### src/rtl/seq_ctrl.sv
// Instruction sequencer: fetch/execute FSM with a memory handshake and an 8-entry jump-target table.
// Optional execution cycle counter port enabled by defining SEQ_CYCLE_CNT_EN.
module seq_ctrl (
  input  logic       clk,
  input  logic       rst_n,
  input  logic       start,
  input  logic [8:0] instr_in,
  input  logic       mem_ack,
  input  logic       lut_we,
  input  logic [2:0] lut_addr,
  input  logic [9:0] lut_data,
  output logic [9:0] pc,
  output logic [8:0] ir,
  output logic       reg_we,
  output logic       mem_req,
  output logic       mem_we,
  output logic       busy,
  output logic       done
`ifdef SEQ_CYCLE_CNT_EN
  ,
  output logic [15:0] cycle_cnt
`endif
);

  typedef enum logic [2:0] {StIdle, StFetch, StExec, StMemWait, StDone} state_e;

  state_e     state_q, state_d;
  logic [9:0] pc_q, pc_d;
  logic [8:0] ir_q, ir_d;
  logic [9:0] lut_q [8];

  logic [2:0] opcode;
  logic       is_alu, is_load, is_store, is_halt;

  assign opcode   = ir_q[8:6];
  assign is_alu   = (opcode == 3'b000) || (opcode == 3'b010) || (opcode == 3'b110) ||
                    (opcode == 3'b001) || (opcode == 3'b111);
  assign is_load  = (opcode == 3'b011);
  assign is_store = (opcode == 3'b100);
  assign is_halt  = (ir_q == 9'h17F);

  // State register
  always_ff @(posedge clk or negedge rst_n) begin
    if (!rst_n) begin
      state_q <= StIdle;
      pc_q    <= '0;
      ir_q    <= '0;
    end else begin
      state_q <= state_d;
      pc_q    <= pc_d;
      ir_q    <= ir_d;
    end
  end

  // Jump reads see the pre-write value when a write hits the same entry.
  always_ff @(posedge clk or negedge rst_n) begin
    if (!rst_n) begin
      for (int i = 0; i < 8; i++) lut_q[i] <= '0;
    end else if (lut_we) begin
      lut_q[lut_addr] <= lut_data;
    end
  end

  // Next-state logic
  always_comb begin
    state_d = state_q;
    pc_d    = pc_q;
    ir_d    = ir_q;
    unique case (state_q)
      StIdle, StDone: begin
        if (start) begin
          pc_d    = '0;
          state_d = StFetch;
        end
      end
      StFetch: begin
        ir_d    = instr_in;
        state_d = StExec;
      end
      StExec: begin
        if (is_alu) begin
          pc_d    = pc_q + 10'd1;
          state_d = StFetch;
        end else if (is_load || is_store) begin
          if (mem_ack) begin
            pc_d    = pc_q + 10'd1;
            state_d = StFetch;
          end else begin
            state_d = StMemWait;
          end
        end else if (is_halt) begin
          state_d = StDone;
        end else begin
          pc_d    = lut_q[{1'b0, ir_q[5:4]}];
          state_d = StFetch;
        end
      end
      StMemWait: begin
        if (mem_ack) begin
          pc_d    = pc_q + 10'd1;
          state_d = StFetch;
        end
      end
      default: state_d = StIdle;
    endcase
  end

  // Outputs decoded from state so reset drops them immediately.
  always_comb begin
    reg_we  = 1'b0;
    mem_req = 1'b0;
    mem_we  = 1'b0;
    busy    = 1'b0;
    done    = 1'b0;
    unique case (state_q)
      StFetch: busy = 1'b1;
      StExec: begin
        busy    = 1'b1;
        reg_we  = is_alu || (is_load && mem_ack);
        mem_req = is_load || is_store;
        mem_we  = is_store;
      end
      StMemWait: begin
        busy    = 1'b1;
        mem_req = 1'b1;
        mem_we  = is_store;
        reg_we  = is_load && mem_ack;
      end
      StDone:  done = 1'b1;
      default: ;
    endcase
  end

  assign pc = pc_q;
  assign ir = ir_q;

`ifdef SEQ_CYCLE_CNT_EN
  logic [15:0] cnt_q;

  always_ff @(posedge clk or negedge rst_n) begin
    if (!rst_n) begin
      cnt_q <= '0;
    end else if (((state_q == StIdle) || (state_q == StDone)) && start) begin
      cnt_q <= '0;
    end else if (busy && (cnt_q != 16'hFFFF)) begin
      cnt_q <= cnt_q + 16'd1;
    end
  end

  assign cycle_cnt = cnt_q;
`endif

endmodule

### config.mk
export PLATFORM = sky130hd
export DESIGN_NAME = seq_ctrl
export DESIGN_NICKNAME = d
export VERILOG_FILES = /design/src/rtl/seq_ctrl.sv
export SDC_FILE = /design/constraint.sdc
export NUM_CORES = 1
export LEC_CHECK = 0
export CAP_MARGIN = 20
export CORE_MARGIN = 2
export CORE_UTILIZATION = 45
export DETAILED_ROUTE_END_ITERATION = 12
export GPL_TIMING_DRIVEN = 0
export PLACE_DENSITY = 0.71
export SYNTH_ARGS = -nofsm -noshare
export SYNTH_HDL_FRONTEND = slang
export SYNTH_SLANG_ARGS = --single-unit
### constraint.sdc
create_clock -name clk -period 1.8 [get_ports clk]
set_clock_uncertainty 0.2 [all_clocks]
set_input_delay 0.18 -clock clk [delete_from_list [all_inputs] [get_ports clk]]
set_output_delay 0.18 -clock clk [all_outputs]
set_load 0.02 [all_outputs]
==> flow_metrics.env, run 1 <==
export IMPL_clk_latency_ns=0.35
export IMPL_cp_max_fo=8
export IMPL_worstPathRequired_ns=1.82
export IMPL_die_w_um=90.6
export IMPL_syn_area_um2=3380
export IMPL_grt_pass1_wl_um=14100
export IMPL_port_buffers=50
export IMPL_cts_tree="built"
export IMPL_critPathCapture="pc[5]"
export IMPL_slew_headroom_pct=62.8
export IMPL_gr_total_overflow=0
export IMPL_dieArea_um2=8220
export IMPL_synth_avg_cell_area_um2=11.9
export IMPL_ff2ff_path_depth=7
export IMPL_syn_nets=313
export IMPL_hold_path_class="input port to asynchronous set/reset pin"
export IMPL_seq_area_frac_synth_pct=45.9
export IMPL_worstReg2RegStart="ir[6]"
export IMPL_fin_nets=407
export IMPL_finalHoldViolCount=0
export IMPL_io_pin_count=51
export IMPL_area_growth_pct=42.7
export IMPL_dpl_cell_area_um2=4070
export IMPL_finalWorstSetupSlack_ns=-0.139
export IMPL_wirelength_um=8880
export IMPL_setup_viol=13
export IMPL_clock_sinks=62
export IMPL_yosysWarnings=0
export IMPL_violations="negative setup slack"
export IMPL_core_area_um2=7250
export IMPL_drt_wirelength_per_cell_um=18.4
export IMPL_critPathLaunchType="register"
export IMPL_num_rows=31
export IMPL_ant_nets=0
export IMPL_grt_max_degree=42
export IMPL_crit_arrival_ns=1.96
export IMPL_rsz0062_at_grt="true"
export IMPL_n_antenna_cell=0
export IMPL_dp_cells=435
export IMPL_min_period_over_period_pct=108
export IMPL_max_freq_mhz=516
export IMPL_synth_edff_count=0
export IMPL_drt_vias_per_instance=5.77
export IMPL_crit_start="ir[6]"
export IMPL_synth_flop_cell="dfrtp_1"
export IMPL_timing_rr_end="pc[5]"
export IMPL_finish_instance_area_um2=4820
export IMPL_async_flop_share_pct=100
export IMPL_syn_instance_count=285
export IMPL_clockBufferDepth=2
export IMPL_cts_htree_levels=3
export IMPL_worstMarginPinSlew_ns=0.557
export IMPL_vias=2786
export IMPL_slew_viol_final=0
export IMPL_min_period_ns=1.94
export IMPL_ys_ff_latch=62
export IMPL_dp_hpwl_um=5330
export IMPL_peakVddDrop_mv=0.793
export IMPL_worstSetupEndpointType="register"
export IMPL_antenna_found_initial=0
export IMPL_place_ws_ns=-0.861
export IMPL_status="complete, but fails checks"
export IMPL_fin_setup_tns_ns=-1.10
export IMPL_place_gp_congestion=0.864
export IMPL_grt_usage_pct=21.4
export IMPL_route_detailed_drc=0
export IMPL_rrSetupSlack_ns=-0.14
export IMPL_clockRootBuffer="clkbuf_8"
export IMPL_crit_type="register to register"
export IMPL_fillers=546
export IMPL_drt_initial_drc_count=118
export IMPL_drive_gt1_share_pct=46.6
export IMPL_p_per_area_nw_per_um2=1730
export IMPL_p_leak_nw=2.01
export IMPL_final_core_util_pct=66.5
export IMPL_start_util_pct=46.6
export IMPL_ys_types=54
export IMPL_grt_pass1_vias=2876
export IMPL_cts_buffers=9
export IMPL_layout_cells_most_common="dfrtp_1"
export IMPL_drv_cap=0
export IMPL_first_pass_iters=5
export IMPL_path_clk_slew_ns=0.08
export IMPL_stdcell_count=483
export IMPL_final_cell_mix="dfrtp_1 (52), mux2_2 (49), clkdlybuf4s50_1 (35), buf_4 (28), nand2_1 (20)"
export IMPL_die_h_um=90.6
[metrics by stage]
step	hold WS [ns]	power, W
floorplan	-0.316	0.00453
global route	0.194	0.00878
global placement	0.284	0.00560
CTS	0.169	0.00781
finish	0.149	0.00836
detailed placement	0.00376	0.00567
[report_power, final]
group          leakage, nW  switching, W  internal, W
Sequential           0.742      0.000365      0.00183
Combinational         1.15       0.00229      0.00245
Clock                0.111      0.000622     0.000799
[registers in the layout, summed over array words and instances (netlist names)]
register and flops:
ir 9, state_q 3, lut_q 40, pc 10
[cell type report]
type                            count  area, µm²  share of cell area, %
Buffer                             17        184                   3.81
Inverter                            3       18.8                  0.389
Tap cell                           99        124                   2.57
Clock buffer                        9        124                   2.57
Timing Repair Buffer               84        811                   16.8
Multi-Input combinational cell    202       1890                   39.3
Sequential cell                    62       1560                   32.4
Clock inverter                      7        103                   2.13
[worst min-delay path by stage]
stage          slack (ns)  depth (start not counted)       from         end
2_1_floorplan       -0.32                          0      rst_n       ir[0]
3_3_place_gp         0.28                          1  lut_q[61]   lut_q[61]
3_5_place_dp        0.004                          1      rst_n  state_q[2]
4_1_cts              0.17                          2      rst_n  state_q[2]
5_1_grt              0.19                          2      rst_n       ir[3]
6_report             0.15                          2      rst_n       pc[2]
[cell usage after synthesis (2+ instances only)]
cell type | number | area, µm²
a211o_1 | 2 | 17.5
o211ai_1 | 7 | 52.6
mux2_2 | 49 | 552
a211oi_1 | 2 | 15.0
nor3b_1 | 3 | 22.5
a21oi_1 | 9 | 45.0
nor2_2 | 3 | 18.8
xor2_1 | 7 | 61.3
o21a_1 | 2 | 15.0
and4_1 | 2 | 17.5
a41oi_1 | 3 | 26.3
mux4_2 | 10 | 225
nand3b_1 | 2 | 15.0
nand4_1 | 7 | 43.8
clkbuf_1 | 6 | 22.5
nand3_1 | 7 | 35.0
nand2b_1 | 3 | 18.8
nand2_1 | 21 | 78.8
inv_1 | 2 | 7.51
nor2_1 | 12 | 45.0
mux2i_1 | 2 | 20.0
dfrtp_1 | 62 | 1550
buf_2 | 9 | 45.0
and2_1 | 4 | 25.0
buf_6 | 2 | 22.5
o21ai_0 | 12 | 60.1
nor3_1 | 2 | 10.0
xnor2_1 | 7 | 61.3
[metal layers]
| metal | track usage [%] | part of all wire, % |
|---|---|---|
| met1 | 26.0 | 41 |
| met2 | 36.2 | 50 |
| met3 | 5.43 | 7.5 |
| met4 | 9.10 | 1.8 |
| met5 | 0 | 0 |
[critical path, stage by stage, from the launching register on]
cell	delay, ns
dfrtp_2	0.38
buf_8	0.14
nand3_4	0.09
o41ai_4	0.32
buf_4	0.20
nor2_2	0.07
and3_1	0.15
a211o_1	0.27
[cells by family after synthesis]
| family | after synthesis | share of synthesized area, % |
|---|---|---|
| flops | 62 | 45.9 |
| buf+inv | 21 | 3.37 |
| compound gates | 51 | 11.2 |
| simple gates | 75 | 11.9 |
| mux | 61 | 23.6 |
| fa+ha+maj | 1 | 0.370 |
| xor+xnor | 14 | 3.63 |
[repair_timing]
item                                    CTS  global route
endpoints found under the setup margin   27            27
resized for setup                        80            31
cloned                                    1             2
buffers inserted                         30             3
endpoints found under the hold margin    21             0
pin swaps                                21             9
hold buffers                              1             0
No activity file was read; power rests on OpenSTA's default activity.
==> run 2, diff against run 1 <==
--- a/config.mk
+++ b/config.mk
@@ -8,2 +8,3 @@
 export CAP_MARGIN = 20
+export CORE_ASPECT_RATIO = 0.5
 export CORE_MARGIN = 2
--- a/constraint.sdc
+++ b/constraint.sdc
@@ -4,2 +4,2 @@
 set_output_delay 0.18 -clock clk [all_outputs]
-set_load 0.02 [all_outputs]
+set_load 0.005 [all_outputs]
==> run 2 against run 1 <==
The run still ends with negative setup slack left; die area is 0.51% higher; final cell count is 1.2% lower; largest power group unchanged; combinational power is 8.9% lower; clock-buffer cell count stayed put; worst setup slack worse by 0.018 ns; critical path type unchanged; first-iteration DRC count is 48% higher; clock power is 11% higher; routed wire length is 1.0% higher; fmax is 0.93% lower; total power is 3.4% lower; via count is 1.4% lower; critical path depth is 1 higher.
==> flow_metrics.env, run 2 (synthesized netlist as in run 1, its figures left out) <==
export IMPL_status="complete, but fails checks"
export IMPL_violations="negative setup slack"
export IMPL_n_antenna_cell=0
export IMPL_drive_gt1_share_pct=45.1
export IMPL_clk_latency_ns=0.34
export IMPL_rsz0062_at_grt="true"
export IMPL_min_period_ns=1.96
export IMPL_crit_arrival_ns=2.03
export IMPL_p_per_area_nw_per_um2=1680
export IMPL_clockBufferDepth=2
export IMPL_dieArea_um2=8260
export IMPL_port_buffers=50
export IMPL_drt_vias_per_instance=5.76
export IMPL_crit_type="register to register"
export IMPL_dp_cells=432
export IMPL_cp_max_fo=5
export IMPL_layout_cells_most_common="dfrtp_1"
export IMPL_io_pin_count=51
export IMPL_final_cell_mix="dfrtp_1 (57), mux2_2 (49), clkdlybuf4s50_1 (41), buf_4 (25), nand2_1 (20)"
export IMPL_peakVddDrop_mv=0.581
export IMPL_grt_usage_pct=23.3
export IMPL_max_freq_mhz=511
export IMPL_grt_pass1_vias=2987
export IMPL_worstPathRequired_ns=1.87
export IMPL_grt_pass1_wl_um=14700
export IMPL_grt_busiest_layer="met2"
export IMPL_slew_headroom_pct=59.5
export IMPL_drt_initial_drc_count=175
export IMPL_rrSetupSlack_ns=-0.16
export IMPL_worstMarginPinSlew_ns=0.608
export IMPL_worstSetupEndpointType="register"
export IMPL_clock_sinks=62
export IMPL_finalHoldViolCount=0
export IMPL_dp_hpwl_um=5750
export IMPL_wirelength_um=8970
export IMPL_gr_total_overflow=0
export IMPL_die_h_um=65.3
export IMPL_route_detailed_drc=0
export IMPL_largest_register_ffs=40
export IMPL_slew_viol_final=0
export IMPL_grt_max_degree=39
export IMPL_drt_wirelength_per_cell_um=18.8
export IMPL_drv_cap=0
export IMPL_fin_nets=404
export IMPL_setup_viol=13
export IMPL_stdcell_count=477
export IMPL_area_growth_pct=42.5
export IMPL_first_pass_iters=4
export IMPL_cts_tree="built"
export IMPL_num_rows=22
export IMPL_met2_usage_pct=39.0
export IMPL_fillers=531
export IMPL_ant_nets=0
export IMPL_use_met3_pct=7.98
export IMPL_vias=2747
export IMPL_finalWorstSetupSlack_ns=-0.157
export IMPL_globalRouteMet1Util_pct=28.9
export IMPL_path_clk_slew_ns=0.06
export IMPL_hold_path_class="input port to asynchronous set/reset pin"
export IMPL_cts_htree_levels=3
export IMPL_p_leak_nw=1.98
export IMPL_core_area_um2=7290
export IMPL_die_w_um=127
export IMPL_min_period_over_period_pct=109
export IMPL_critPathLaunchType="register"
export IMPL_worstReg2RegStart="state_q[0]"
export IMPL_hold_worst_slack_ns=0.191
export IMPL_largest_register="lut_q"
export IMPL_cts_buffers=9
export IMPL_place_gp_congestion=0.923
export IMPL_ff2ff_path_depth=8
export IMPL_start_util_pct=46.3
export IMPL_timing_rr_end="pc[5]"
export IMPL_antenna_found_initial=0
export IMPL_clockRootBuffer="clkbuf_16"
[run 2: cell types whose count changed in the layout (fill, tap and decap cells not counted), sizes merged]
cell | before | now
dlygate4sd2 | 6 | 1
clkbuf | 18 | 14
inv | 7 | 3
dlymetal6s2s | 3 | 2
clkdlybuf4s50 | 35 | 41
bufinv | 2 | 0
buf | 46 | 47
clkinv | 0 | 5
clkinvlp | 1 | 2
[run 2: through the flow]
stage,instance area (µm²),power (W),utilization (%),setup WS (ns),TNS (ns)
global placement,4030,0.00528,55.2,-1.51,-110.13
floorplan,3410,0.00422,-,-0.0309,-0.0622
finish,4810,0.00808,66.0,-0.157,-1.01
global route,4810,0.00856,66.0,-0.216,-1.87
CTS,4690,0.00775,64.3,-0.151,-1.16
detailed placement,4040,0.00539,55.4,-0.757,-17.83
[run 2: area by class of cell]
type | instances | area, µm² | share of cell area, %
Clock inverter | 7 | 51.3 | 1.07
Timing Repair Buffer | 82 | 761 | 15.8
Buffer | 16 | 174 | 3.61
Tap cell | 96 | 120 | 2.50
Multi-Input combinational cell | 202 | 1910 | 39.6
Clock buffer | 9 | 225 | 4.68
Inverter | 3 | 18.8 | 0.390
Sequential cell | 62 | 1560 | 32.4
[run 2: worst max-delay path, cell delays in order (launching register included)]
cell and delay, ns:
dfrtp_1 0.40, buf_6 0.13, or3b_4 0.38, nor4_4 0.17
or2_4 0.19, buf_8 0.13, inv_8 0.04, a31oi_4 0.14
a211o_1 0.12
[run 2: worst max-delay path by stage]
stage / start / to / slack (ns) / cells past startpoint
after global placement: rst_n / pc[5] / -1.51 / 1
final: state_q[0] / pc[5] / -0.16 / 8
after floorplan: state_q[2] / pc[5] / -0.03 / 7
after global routing: state_q[0] / pc[5] / -0.22 / 8
after CTS: state_q[0] / pc[5] / -0.15 / 8
after detailed placement: mem_ack / reg_we / -0.76 / 7
[run 2: layer usage]
layer / wire length, µm / part of all wire, %
met2: 4430 / 49
met1: 3890 / 43
met5: 0 / 0
met3: 525 / 5.9
met4: 116 / 1.3
[run 2: timing repair]
item                                   CTS  global route
setup buffers                           21             9
setup endpoints to repair               35            40
pin swaps                               13            13
hold buffers                             1             0
resized for setup                       64            45
endpoints found under the hold margin   24             0
gates cloned                             1             0
[run 2: where the power goes]
group          switching, W  leakage (nW)  internal (W)
Clock              0.000648         0.131      0.000931
Combinational       0.00199          1.10       0.00233
Sequential         0.000353         0.746       0.00182
